--- config.mk ---
export PLATFORM = sky130hd
export DESIGN_NAME = phase_pulse_gen
export DESIGN_NICKNAME = d
export VERILOG_FILES = /design/src/rtl/phase_pulse_gen.sv
export SDC_FILE = /design/constraint.sdc
export NUM_CORES = 1
export LEC_CHECK = 0
export BUFFER_PORTS_ARGS = -buffer_cell sky130_fd_sc_hd__buf_4
export CORE_MARGIN = 2
export CORE_UTILIZATION = 30
export CTS_BUF_LIST = sky130_fd_sc_hd__clkbuf_16
export CTS_CLUSTER_SIZE = 20
export DETAILED_ROUTE_END_ITERATION = 10
export GPL_ROUTABILITY_DRIVEN = 0
export GPL_TIMING_DRIVEN = 0
export HOLD_SLACK_MARGIN = 0.03
export PLACE_DENSITY = 0.47
export REMOVE_ABC_BUFFERS = 1
export SETUP_SLACK_MARGIN = 0.4
export SLEW_MARGIN = 40
export SYNTH_ARGS = -nofsm -noshare
export SYNTH_HDL_FRONTEND = slang
export SYNTH_SLANG_ARGS = --single-unit
export TNS_END_PERCENT = 10
--- constraint.sdc ---
create_clock -name sclk -period 1.5 [get_ports sclk]
set_input_delay 0.3 -clock sclk [delete_from_list [all_inputs] [get_ports sclk]]
set_output_delay 0.3 -clock sclk [all_outputs]
set_load 0.02 [all_outputs]
--- src/rtl/phase_pulse_gen.sv ---
// Phase-locked square-wave regenerator: follows the reference nin and emits nout
// shifted by a programmable phase, reporting lock and falling back to IDLE on loss.
module phase_pulse_gen #(
  parameter int PW       = 4,
  parameter int DUTY     = 8,
  parameter int LOCK_CNT = 3,
  parameter int MISS_MAX = 2
) (
  input  logic          sclk,
  input  logic          re,
  input  logic          nin,
  input  logic [PW-1:0] phi_in,
  input  logic          phi_wr,
  output logic          phi_ack,
  output logic [PW-1:0] phi_out,
  output logic          nout,
  output logic          locked
);

  localparam int OW = $clog2(LOCK_CNT + 1);
  localparam int MW = $clog2(MISS_MAX + 1);
  localparam logic [PW-1:0] CNT_MAX = '1;
  localparam logic [PW-1:0] DUTY_V  = PW'(DUTY);
  localparam logic [OW-1:0] LOCK_V  = OW'(LOCK_CNT);
  localparam logic [MW-1:0] MISS_V  = MW'(MISS_MAX);

  typedef enum logic {IDLE, RUN} state_t;

  state_t        state, state_n;
  logic [PW-1:0] cnt, cnt_n, phi_n, diff;
  logic [OW-1:0] ontime, ontime_n;
  logic [MW-1:0] miss, miss_n;
  logic          nin_d, ein, wrap, ack_n, nout_n, locked_n;

  assign ein  = nin & ~nin_d;
  assign wrap = (cnt == CNT_MAX);
  assign diff = cnt - phi_out;

  always_comb begin
    state_n  = state;
    cnt_n    = cnt;
    phi_n    = phi_out;
    ontime_n = ontime;
    miss_n   = miss;
    locked_n = locked;
    ack_n    = 1'b0;
    nout_n   = 1'b0;
    case (state)
      IDLE: begin
        cnt_n    = '0;
        ontime_n = '0;
        miss_n   = '0;
        locked_n = 1'b0;
        if (phi_wr) begin
          phi_n = phi_in;
          ack_n = 1'b1;
        end
        if (ein) state_n = RUN;
      end
      RUN: begin
        cnt_n  = cnt + 1'b1;
        nout_n = (diff < DUTY_V);
        if (ontime == LOCK_V) locked_n = 1'b1;
        if (ein && wrap) begin
          miss_n = '0;
          if (ontime != LOCK_V) ontime_n = ontime + 1'b1;
        end else if (ein) begin
          // an edge away from the period boundary re-aligns the counter
          cnt_n    = '0;
          ontime_n = '0;
          locked_n = 1'b0;
        end else if (wrap) begin
          ontime_n = '0;
          locked_n = 1'b0;
          miss_n   = miss + 1'b1;
          if (miss_n == MISS_V) begin
            state_n = IDLE;
            nout_n  = 1'b0;
          end
        end
        // phase changes only land on the boundary so nout never produces a runt pulse
        if (wrap && phi_wr) begin
          phi_n = phi_in;
          ack_n = 1'b1;
        end
      end
      default: state_n = IDLE;
    endcase
  end

  always_ff @(posedge sclk) begin
    if (re) begin
      state   <= IDLE;
      cnt     <= '0;
      phi_out <= '0;
      ontime  <= '0;
      miss    <= '0;
      nout    <= 1'b0;
      phi_ack <= 1'b0;
      locked  <= 1'b0;
      nin_d   <= 1'b0;
    end else begin
      state   <= state_n;
      cnt     <= cnt_n;
      phi_out <= phi_n;
      ontime  <= ontime_n;
      miss    <= miss_n;
      nout    <= nout_n;
      phi_ack <= ack_n;
      locked  <= locked_n;
      nin_d   <= nin;
    end
  end

endmodule

# Word-level counts from Yosys, hierarchy flattened
# Cells that the tools add are included.
# W data, S select, Z words.
word_totals:
  inputBits: 8
  reg_bits: 17
  output_inout_bits: 7
  elab_cells: 66
op_classes:
  eq_ne: 10
  order_cmp: 1
  bitwise: 3
  n_mux: 33
  addsub: 4
  n_reduce_logical: 6
op_table:
  columns: ["cell", "n"]
  rows:
  - ["$mux W4", 4]
  - ["$pmux W4 S2", 2]
  - ["$mux W1", 15]
  - ["$mux W2", 7]
  - ["$pmux W2 S2", 2]
  - ["$ne A3 B2 Y1 const B", 2]
  - ["$pmux W1 S2", 3]
  - ["$reduce_and A2 Y1", 3]
  - ["$add A2 B1 Y2 const B", 2]
  - ["$add A4 B1 Y4 const B", 1]
  - ["$eq A2 B2 Y1 const B", 2]
  - ["$eq A4 B4 Y1 const B", 1]
  - ["$lt A4 B4 Y1 const B", 1]
  - ["$ne A2 B2 Y1 const B", 2]
  - ["$ne A4 B1 Y1 const B", 1]
  - ["$sub A4 B4 Y4", 1]
  - ["$ne A3 B1 Y1 const B", 1]
  - ["$logic_and A1 B1 Y1", 2]
  - ["$ne A2 B1 Y1 const B", 1]
  - ["$not A1 Y1", 2]
  - ["$reduce_or A2 Y1", 1]
  - ["$and A1 B1 Y1", 1]

# Longest topological paths before layout
# Gate-level depths: netlist of run 1.
logic_depth:
  ltp_word: 7
  depth_mapped: 6
  mapped_depth_nobuf: 6

# Least setup slack after synthesis of run 1
# OpenSTA, ideal clock, no wires.
synth_timing:
  path_type: "register -> register"
  from: "register phi_out[2]"
  to: "register nout"
  synth_period_minus_slack_ps: 1416
  setup_slack_ps: 84
  required_time_ps: 1414
  n_path_buf: 0
  t_arrival_ps: 1331
  stages_incl_launch_ff: 7
  setup_time_ps: 86
  cell_sequence: "dfxtp_1 > inv_1 > ha_1 > a21oi_1 > o21ai_0 > xnor2_1 > a211oi_1"
synth_between:
  elab_chain_len: 6
synth_lines:
  columns: ["item", "line_no", "source"]
  rows:
  - ["from (decl)", "15", "output logic [PW-1:0] phi_out,"]
  - ["from (signal assigned)", "105", "phi_out <= phi_n;"]
  - ["$sub A4 B4 Y4 *", "37", "assign diff = cnt - phi_out;"]
  - ["$lt A4 B4 Y1 *", "62", "nout_n = (diff < DUTY_V);"]
  - ["$mux W1", "76", "if (miss_n == MISS_V) begin"]
  - ["$mux W1", "72", "end else if (wrap) begin"]
  - ["$mux W1", "67", "end else if (ein) begin"]
  - ["$mux W1 *", "64", "if (ein && wrap) begin"]
  - ["to (signal assigned)", "108", "nout <= nout_n;"]
  - ["to (decl)", "16", "output logic nout,"]
# Mark *: on every way between the ends. The rest lies on a longest branch, timed or not.
# A chain may end at the register's enable or synchronous reset.

# Worst setup path in the final report of run 1
layout_timing:
  from: "register cnt[0]"
  to: "register phi_out[2]"
layout_between:
  elab_chain_len: 4
layout_lines:
  columns: ["item", "line_no", "source"]
  rows:
  - ["from (decl)", "30", "logic [PW-1:0] cnt, cnt_n, phi_n, diff;"]
  - ["from (signal assigned)", "104", "cnt <= cnt_n;"]
  - ["$eq A4 B4 Y1", "36", "assign wrap = (cnt == CNT_MAX);"]
  - ["$logic_and A1 B1 Y1", "82", "if (wrap && phi_wr) begin"]
  - ["$ne A2 B1 Y1 (no source line)", null, null]
  - ["$reduce_and A2 Y1 (no source line)", null, null]
# Every way passes these cells.

==> metrics.txt, run 1 <==
row cnt=18; synthesized instance count=83; RSZ-0062 raised after global routing=true; nets=116; Critical Path Sink=phi_out[2]; FMAX=799 MHz; Async S/R FF share, synth=0%; Worst Skew=1.72 ps; share of Yosys cell area claimed by the top area cell type=43.0%; fin. max-slew vios=0; Post-Syn Area=791 um^2; # clock sinks=17; Die W=55.3 um; Slew @ Worst Pin=380 ps; DRC violations left=0; FF+latch count, synth=17; post-route cell area=1080 um^2; 1st-pass router iterations=2; reg2reg path depth=5; Max clock buf depth=2; routed via count=623; I/O pins=15; worst reg2reg path endpoint=phi_out[2]; Initial DRC Count=4; pin count of the biggest net entering global routing=10; crit path from=cnt[0]; Rel. slew slack=74.5%; DRT Wirelength=1.57 mm; drt wl/cell=11.9 um; initial antenna violation count=0; CTS root buf=clkbuf_16; critical path startpoint category=flop; H-tree levels=1; Pleak=0.438 nW; Initial Utilization=31.9%; core area=2480 um^2; Netlist cell types=29; final clock period utilization by the worst path=83.4%; Fin. Hold Viols=0; FF-to-FF Start=cnt[0]; CP Max Fanout=5; ys flop type=dfxtp_1; uppermost layer routed=met4; Clock Latency Late Sink=240 ps; synth cell count leaders=dfxtp_1 (17), nor2_1 (10), ha_1 (5), inv_1 (5), mux2i_1 (5); Max-Cap Viols=0; global-route wire length before repair=2.84 mm; ANT cells=0; VDD IR-drop max=0.000976 V; Vias/cell=4.72; WS Path Type=flop to flop; remaining global-route overflow=0; Die Y=55.3 um; Hold Path Class=primary input to flop; Clock Pin Slew Worst Setup and Hold Paths=50 ps; FF-to-FF setup slack=250 ps; number of synthesized flops with an enable pin=0; synth warn=0; CP endpoint kind=flop; endpoints failing setup=0; met2 routed WL=804 um; I/O Buffers=14; layout cells sized above 1=34.3%; area post-placement=913 um^2; cts bufs inserted=3; top post-synthesis cells by area=dfxtp_1 (43%), ha_1 (7.9%), mux2i_1 (6.3%), nor2_1 (4.7%), nor2b_1 (3.2%); minimum clock period=1250 ps; WL met1=710 um; CTS tree=yes; Area Overhead vs Synth=37.2%; status=finished clean; WL met3=51 um; Final HPWL DP=1.09 mm; PD cells=1040 nW/um^2; Mapped Avg Cell Area=9.53 um^2; area of the die=3060 um^2; gr usage total=11.5%; number of nets still failing antenna checks after routing=0; setup total negative slack=0 ps; CP required=1640 ps; count leader, synth=dfxtp_1; sequential area share after synthesis=43.0%; CP Data Arrival Time=1390 ps; vias in the first global route=645; Synth area leader=dfxtp_1
stage by stage:
stage / utilization (%) / cells / hold slack, ps / worst slack [ps] / power (W)
6_report: 43.8 / 132 / 277 / 249 / 0.00113
3_5_place_dp: 36.9 / 124 / 480 / -133 / 0.000604
4_1_cts: 43.0 / 132 / 275 / 236 / 0.00114
2_1_floorplan: - / 80 / 372 / 83.0 / 0.000556
5_1_grt: 43.8 / 132 / 280 / 134 / 0.00118
3_3_place_gp: 36.9 / 124 / 468 / -110 / 0.000602
per-layer routing:
| metal | up-vias | GRT usage (%) |
|---|---|---|
| met3 | 2 | 5.15 |
| met2 | 8 | 20.1 |
| met1 | 288 | 13.5 |
| met5 | - | 0 |
| met4 | 0 | 1.05 |
| li1 | 325 | - |
registers in the layout (all words and copies together), names as in the netlist:
register,count
cnt,4
locked,1
miss,2
nin_d,1
nout,1
ontime,2
phi_ack,1
phi_out,4
state,1
worst min-delay path by stage:
stage / endpoint / cells past startpoint / startpoint / slack (ps)
floorplan: phi_ack / 1 / re / 370
global placement: miss[1] / 2 / miss[1] / 470
detailed placement: miss[1] / 2 / miss[1] / 480
CTS: phi_out[2] / 2 / re / 280
global route: phi_out[2] / 2 / re / 280
finish: phi_out[2] / 2 / re / 280
timing repair:
action / 4_1_cts / 5_1_grt
cloned: 0 / 0
gates resized for setup: 10 / 3
buffers inserted: 4 / 0
hold buffers: 0 / 0
setup endpoints to repair: 15 / 17
pin swaps: 3 / 2
cell type report:
type,count,area (um^2)
inverter,5,18.8
clock buffer,3,75.1
clock inverter,1,3.75
tap,30,37.5
fill,264,1390
sequential,17,350
multi-input combinational,58,452
timing repair buffer,18,148
report_power, final:
group / internal [W] / total (W) / leakage, nW / switching, W
combinational: 0.0000620 / 0.000123 / 0.254 / 0.0000613
clock: 0.000354 / 0.000524 / 0.0423 / 0.000170
sequential: 0.000467 / 0.000480 / 0.141 / 0.0000127
total: 0.000882 / 0.00113 / 0.438 / 0.000244
cell families after synthesis:
logic type | synth area share [%]
compound gates | 10.8
xor+xnor | 3.32
fa+ha+maj | 7.91
buf+inv | 4.90
flops | 43.0
mux | 8.07
simple gates | 22.0
layout by cell type (no fill, tap or decap):
master,instances
dfxtp_1,13
nand3_1,2
buf_4,17
xnor2_1,2
ha_1,3
a22oi_1,1
a211oi_1,2
nor2b_2,1
and3_1,1
nor3_1,4
nand2b_1,2
nor2_1,10
a21oi_1,3
o2bb2ai_1,1
mux2i_2,1
inv_1,6
mux2i_1,5
nor3b_1,1
nor2b_1,4
nand3b_1,1
and3_2,1
nor3_2,1
dfxtp_4,2
buf_12,1
o21ai_0,2
clkbuf_16,3
o21ai_2,1
nand3_4,1
xor2_1,1
dfxtp_2,2
ha_4,2
nand2_1,3
a21boi_4,1
a21oi_2,1
worst max-delay path, stage by stage, from the launching register on:
cell and delay (ps):
dfxtp_4 360, ha_4 150, nand3_4 100, a21boi_4 260
mux2i_1 220, nor2_1 50
Note: power is estimated with default switching activity, not from simulation.
==> inputs of run 2 (changes only) <==
Settings changed: PLACE_DENSITY 0.47 to 0.49.
Clock period 1.5 ns to 1 ns, I/O delays scaled along.
==> metrics.txt, run 2 (synthesis results as in run 1) <==
status=complete, but fails checks; failing checks=setup timing; CTS root buf=clkbuf_16; Final HPWL DP=1.07 mm (-1.6%); routed via count=636 (+2.1%); CP endpoint kind=flop; CP Max Fanout=2 (-3); remaining global-route overflow=0 (unchanged); worst reg2reg path endpoint=nout; Vias/cell=4.75 (+0.56%); # clock sinks=17 (unchanged); placed cells=124 (unchanged); biggest regs=cnt: 4 flops, phi_out: 4 flops; CP required=1160 ps (-480 ps); Slew @ Worst Pin=352 ps (-28.1 ps); CP Data Arrival Time=1430 ps (+40 ps); cts bufs inserted=3 (unchanged); FF-to-FF setup slack=-270 ps (-520 ps); crit path from=phi_out[2]; H-tree levels=1 (unchanged); Rel. slew slack=76.5% (+2.0 points); number of nets still failing antenna checks after routing=0 (unchanged); final clock period utilization by the worst path=127% (+44 points); DRT Wirelength=1.55 mm (-1.4%); area of the die=3060 um^2 (unchanged); I/O pins=15 (unchanged); commonest non-fill, non-tap cell in the layout=buf_4; core area=2480 um^2 (unchanged); pre-CTS setup slack=-630 ps (-497 ps); Fin. Hold Viols=0 (unchanged); ANT cells=0 (unchanged); Hold Path Class=primary input to flop; Fillers=266 (+0.76%); Area Overhead vs Synth=43.0%; row cnt=18 (unchanged); WS Path Type=flop to flop; final worst setup slack=-272 ps (-521 ps); VDD IR-drop max=0.00116 V (+19%); Critical Path Sink=nout; nets=118 (+1.7%); FF-to-FF Start=phi_out[2]; reg2reg path depth=6 (+1); multi-input logic area=454 um^2 (+0.55%); CTS tree=yes; Initial Utilization=31.9% (unchanged); Initial DRC Count=8 (+4); initial antenna violation count=0 (unchanged); global-route wire length before repair=2.59 mm (-9.0%); layout cells sized above 1=39.4% (+5.1 points); Die Y=55.3 um (unchanged); vias in the first global route=582 (-9.8%); Die W=55.3 um (unchanged); Pleak=0.458 nW (+4.6%); I/O Buffers=14 (unchanged); FMAX=786 MHz (-1.7%); Hold Buf Count CTS=0 (unchanged); Worst Skew=2.04 ps (+0.316 ps); PD cells=1500 nW/um^2 (+45%); 1st-pass router iterations=4 (+2); gr usage total=10.8% (-0.72 points); final cell count without fillers=134 (+1.5%); commonest non-fill, non-tap cells in the layout=buf_4 (12), dfxtp_1 (11), nor2_1 (8), buf_6 (7), inv_1 (6); drt wl/cell=11.6 um (-2.9%); minimum clock period=1270 ps (+21.1 ps); fin. max-slew vios=0 (unchanged); Max clock buf depth=2 (unchanged); endpoints failing setup=16 (+16); Clock Pin Slew Worst Setup and Hold Paths=50 ps (about the same); Clock Latency Late Sink=250 ps (about the same); critical path startpoint category=flop; RSZ-0062 raised after global routing=true; Max-Cap Viols=0 (unchanged); register area=353 um^2 (+0.71%); DRC violations left=0 (unchanged); pin count of the biggest net entering global routing=10 (unchanged)
-- run 2: worst min path at each step --
stage | end | startpoint | depth (start not counted)
after global placement | phi_ack | re | 2
after global routing | phi_out[2] | re | 2
after floorplan | phi_ack | re | 1
after detailed placement | phi_ack | re | 2
after CTS | phi_out[2] | re | 2
final | phi_out[2] | re | 2
-- run 2: power by group --
group | internal (W) | switching (W)
clock | 0.000531 | 0.000256
sequential | 0.000701 | 0.0000219
combinational | 0.000102 | 0.0000898
total | 0.00133 | 0.000367
-- run 2: repair_timing --
action                                  in CTS  in global routing
pin swaps                                    7                  4
setup buffers                                5                  1
endpoints found under the setup margin      23                 23
resized for setup                           19                  7
-- run 2: area by class of cell --
class                      count  share of cell area, %
multi-input combinational     58                   40.2
clock buffer                   3                   6.64
inverter                       5                   1.66
tap                           30                   3.32
sequential                    17                   31.2
clock inverter                 1                  0.332
timing repair buffer          20                   16.7
-- run 2: per-layer routing --
metal	vias up	GRT usage, %	wire [um]
li1	328	-	-
met1	291	13.7	732
met2	12	16.2	706
met3	5	2.81	83
met4	0	6.97	27
met5	-	0	0
-- run 2: through the flow --
stage	cell area, um^2	total power [W]	hold WS (ps)	TNS, ps	utilization (%)
2_1_floorplan	771	0.000834	272	-3890	-
4_1_cts	1100	0.00171	180	-2440	44.4
6_report	1130	0.00170	177	-2720	45.7
3_5_place_dp	913	0.000905	440	-6400	36.9
3_3_place_gp	913	0.000903	435	-6130	36.9
5_1_grt	1130	0.00178	177	-3900	45.7
-- run 2: critical path: stages, from the launching register on --
cell and delay [ps]:
dfxtp_2 340, inv_1 40, ha_1 300, a21oi_1 120, o21ai_1 90, xnor2_1 130
a211oi_1 170
==> inputs of run 3 (changes only) <==
Settings changed: RECOVER_POWER set to 100.
==> metrics.txt, run 3 (synthesis results as in run 1) <==
Fillers=267 (+0.38%); Initial Utilization=31.9% (unchanged); critical path startpoint category=flop; WS Path Type=flop to flop; area of the die=3060 um^2 (unchanged); drt wl/cell=11.6 um (+0.13%); CTS tree=yes; Initial DRC Count=8 (unchanged); row cnt=18 (unchanged); CP Max Fanout=2 (unchanged); RSZ-0062 raised after global routing=true; CTS root buf=clkbuf_16; 1st-pass router iterations=4 (unchanged); Hold Path Class=primary input to flop; Worst Skew=2.04 ps (unchanged); final clock period utilization by the worst path=127% (about the same); ANT cells=0 (unchanged); I/O Buffers=14 (unchanged); Vias/cell=4.75 (unchanged); Rel. slew slack=76.5% (unchanged); cts bufs inserted=3 (unchanged); Clock Latency Late Sink=250 ps (about the same); Area Overhead vs Synth=41.5%; FF-to-FF setup slack=-270 ps (about the same); status=complete, but fails checks; Pleak=0.455 nW (-0.70%); fin util=45.2% (-0.51 points); Fin. Hold Viols=0 (unchanged); remaining global-route overflow=0 (unchanged); initial antenna violation count=0 (unchanged); commonest non-fill, non-tap cells in the layout=buf_4 (12), dfxtp_1 (11), nor2_1 (8), inv_1 (6); DRT Wirelength=1.55 mm (+0.13%); power after layout=0.00169 W (-0.43%); vias in the first global route=582 (unchanged); worst path cell trace=inv_1 -> ha_1 -> a21oi_1 -> o21ai_1 -> xnor2_1 -> a211oi_1; CP Data Arrival Time=1430 ps (about the same); nets=118 (unchanged); Die Y=55.3 um (unchanged); fin. max-slew vios=0 (unchanged); pin count of the biggest net entering global routing=10 (unchanged); commonest non-fill, non-tap cell in the layout=buf_4; Max-Cap Viols=0 (unchanged); Slew @ Worst Pin=352 ps (unchanged); CP required=1160 ps (about the same); I/O pins=15 (unchanged); final worst setup slack=-273 ps (-0.647 ps); CP endpoint kind=flop; slowest stage delay, CP=340 ps (about the same); Die W=55.3 um (unchanged); gr usage total=10.8% (unchanged); VDD IR-drop max=0.00116 V (about the same); DRC violations left=0 (unchanged); Clock Pin Slew Worst Setup and Hold Paths=50 ps (about the same); core area=2480 um^2 (unchanged); Max clock buf depth=2 (unchanged); Final HPWL DP=1.07 mm (unchanged); routed via count=636 (unchanged); failing checks=setup timing; minimum clock period=1270 ps (+0.647 ps); H-tree levels=1 (unchanged); biggest regs=cnt: 4 flops, phi_out: 4 flops; FMAX=786 MHz (about the same); Crit path max-delay family=compound AO/OA/AOI/OAI gates; endpoints failing setup=16 (unchanged); layout cells sized above 1=39.4% (unchanged); number of nets still failing antenna checks after routing=0 (unchanged); # clock sinks=17 (unchanged); Bufs and invs on worst path=1 (unchanged); PD cells=1510 nW/um^2 (+0.68%); CP max-delay cell=dfxtp_2; global-route wire length before repair=2.59 mm (unchanged)
run 3: changes by cell type in the layout (fill, tap and decap cells not counted):
cell	previous run	this run
clkbuf_2	0	2
buf_6	7	5
run 3: power by group:
group          internal, W  leakage [nW]  switching (W)  total, W
clock             0.000531        0.0423       0.000256  0.000786
sequential        0.000701         0.142      0.0000208  0.000722
combinational    0.0000958         0.270      0.0000898  0.000186
total              0.00133         0.455       0.000366   0.00169
run 3: metrics by stage:
step	hold WS, ps	instances	setup slack, ps	area [um^2]	setup TNS (ps)
finish	177	134	-273	1120	-2720
detailed placement	440	124	-630	913	-6400
floorplan	272	80	-417	771	-3890
CTS	180	133	-256	1100	-2440
global placement	435	124	-612	913	-6130
global route	177	134	-378	1120	-3900
run 3: worst paths after layout:
kind	from	to	depth (start not counted)
worst min register to register	miss[1]	miss[1]	2
worst min-delay path	re	phi_out[2]	2
worst max register to register	phi_out[2]	nout	6
worst max-delay path	phi_out[2]	nout	6
run 3: area by class of cell:
cell class / instances / area [um^2] / area share, %
Multi-Input combinational cell: 58 / 454 / 40.6
Sequential cell: 17 / 353 / 31.5
Timing Repair Buffer: 20 / 176 / 15.8
Clock buffer: 3 / 75.1 / 6.71
Tap cell: 30 / 37.5 / 3.36
Inverter: 5 / 18.8 / 1.68
Clock inverter: 1 / 3.75 / 0.336
run 3: per-layer routing:
layer	wire, um	vias to the layer above	GRT usage, %
met2	706	12	16.2
met3	78	5	2.81
met1	740	291	13.7
met5	0	-	0
li1	-	328	-
met4	27	0	6.97
run 3: timing repair:
item                       4_1_cts  5_1_grt
setup buffers                    5        1
pin swaps                        7        4
setup endpoints to repair       23       23
gates resized for setup         19        7
gates cloned                     0        0
hold buffers                     0        0
run 3: worst register-to-register path, delay by kind of cell (launching register included):
| family | cells | cell delay (ps) |
|---|---|---|
| AOI/OAI and AO/OA | 3 | 380 |
| xor gates and xnor gates | 1 | 130 |
| buffers and inverters | 1 | 40 |
| DFF | 1 | 340 |
| adders and majority gates | 1 | 300 |
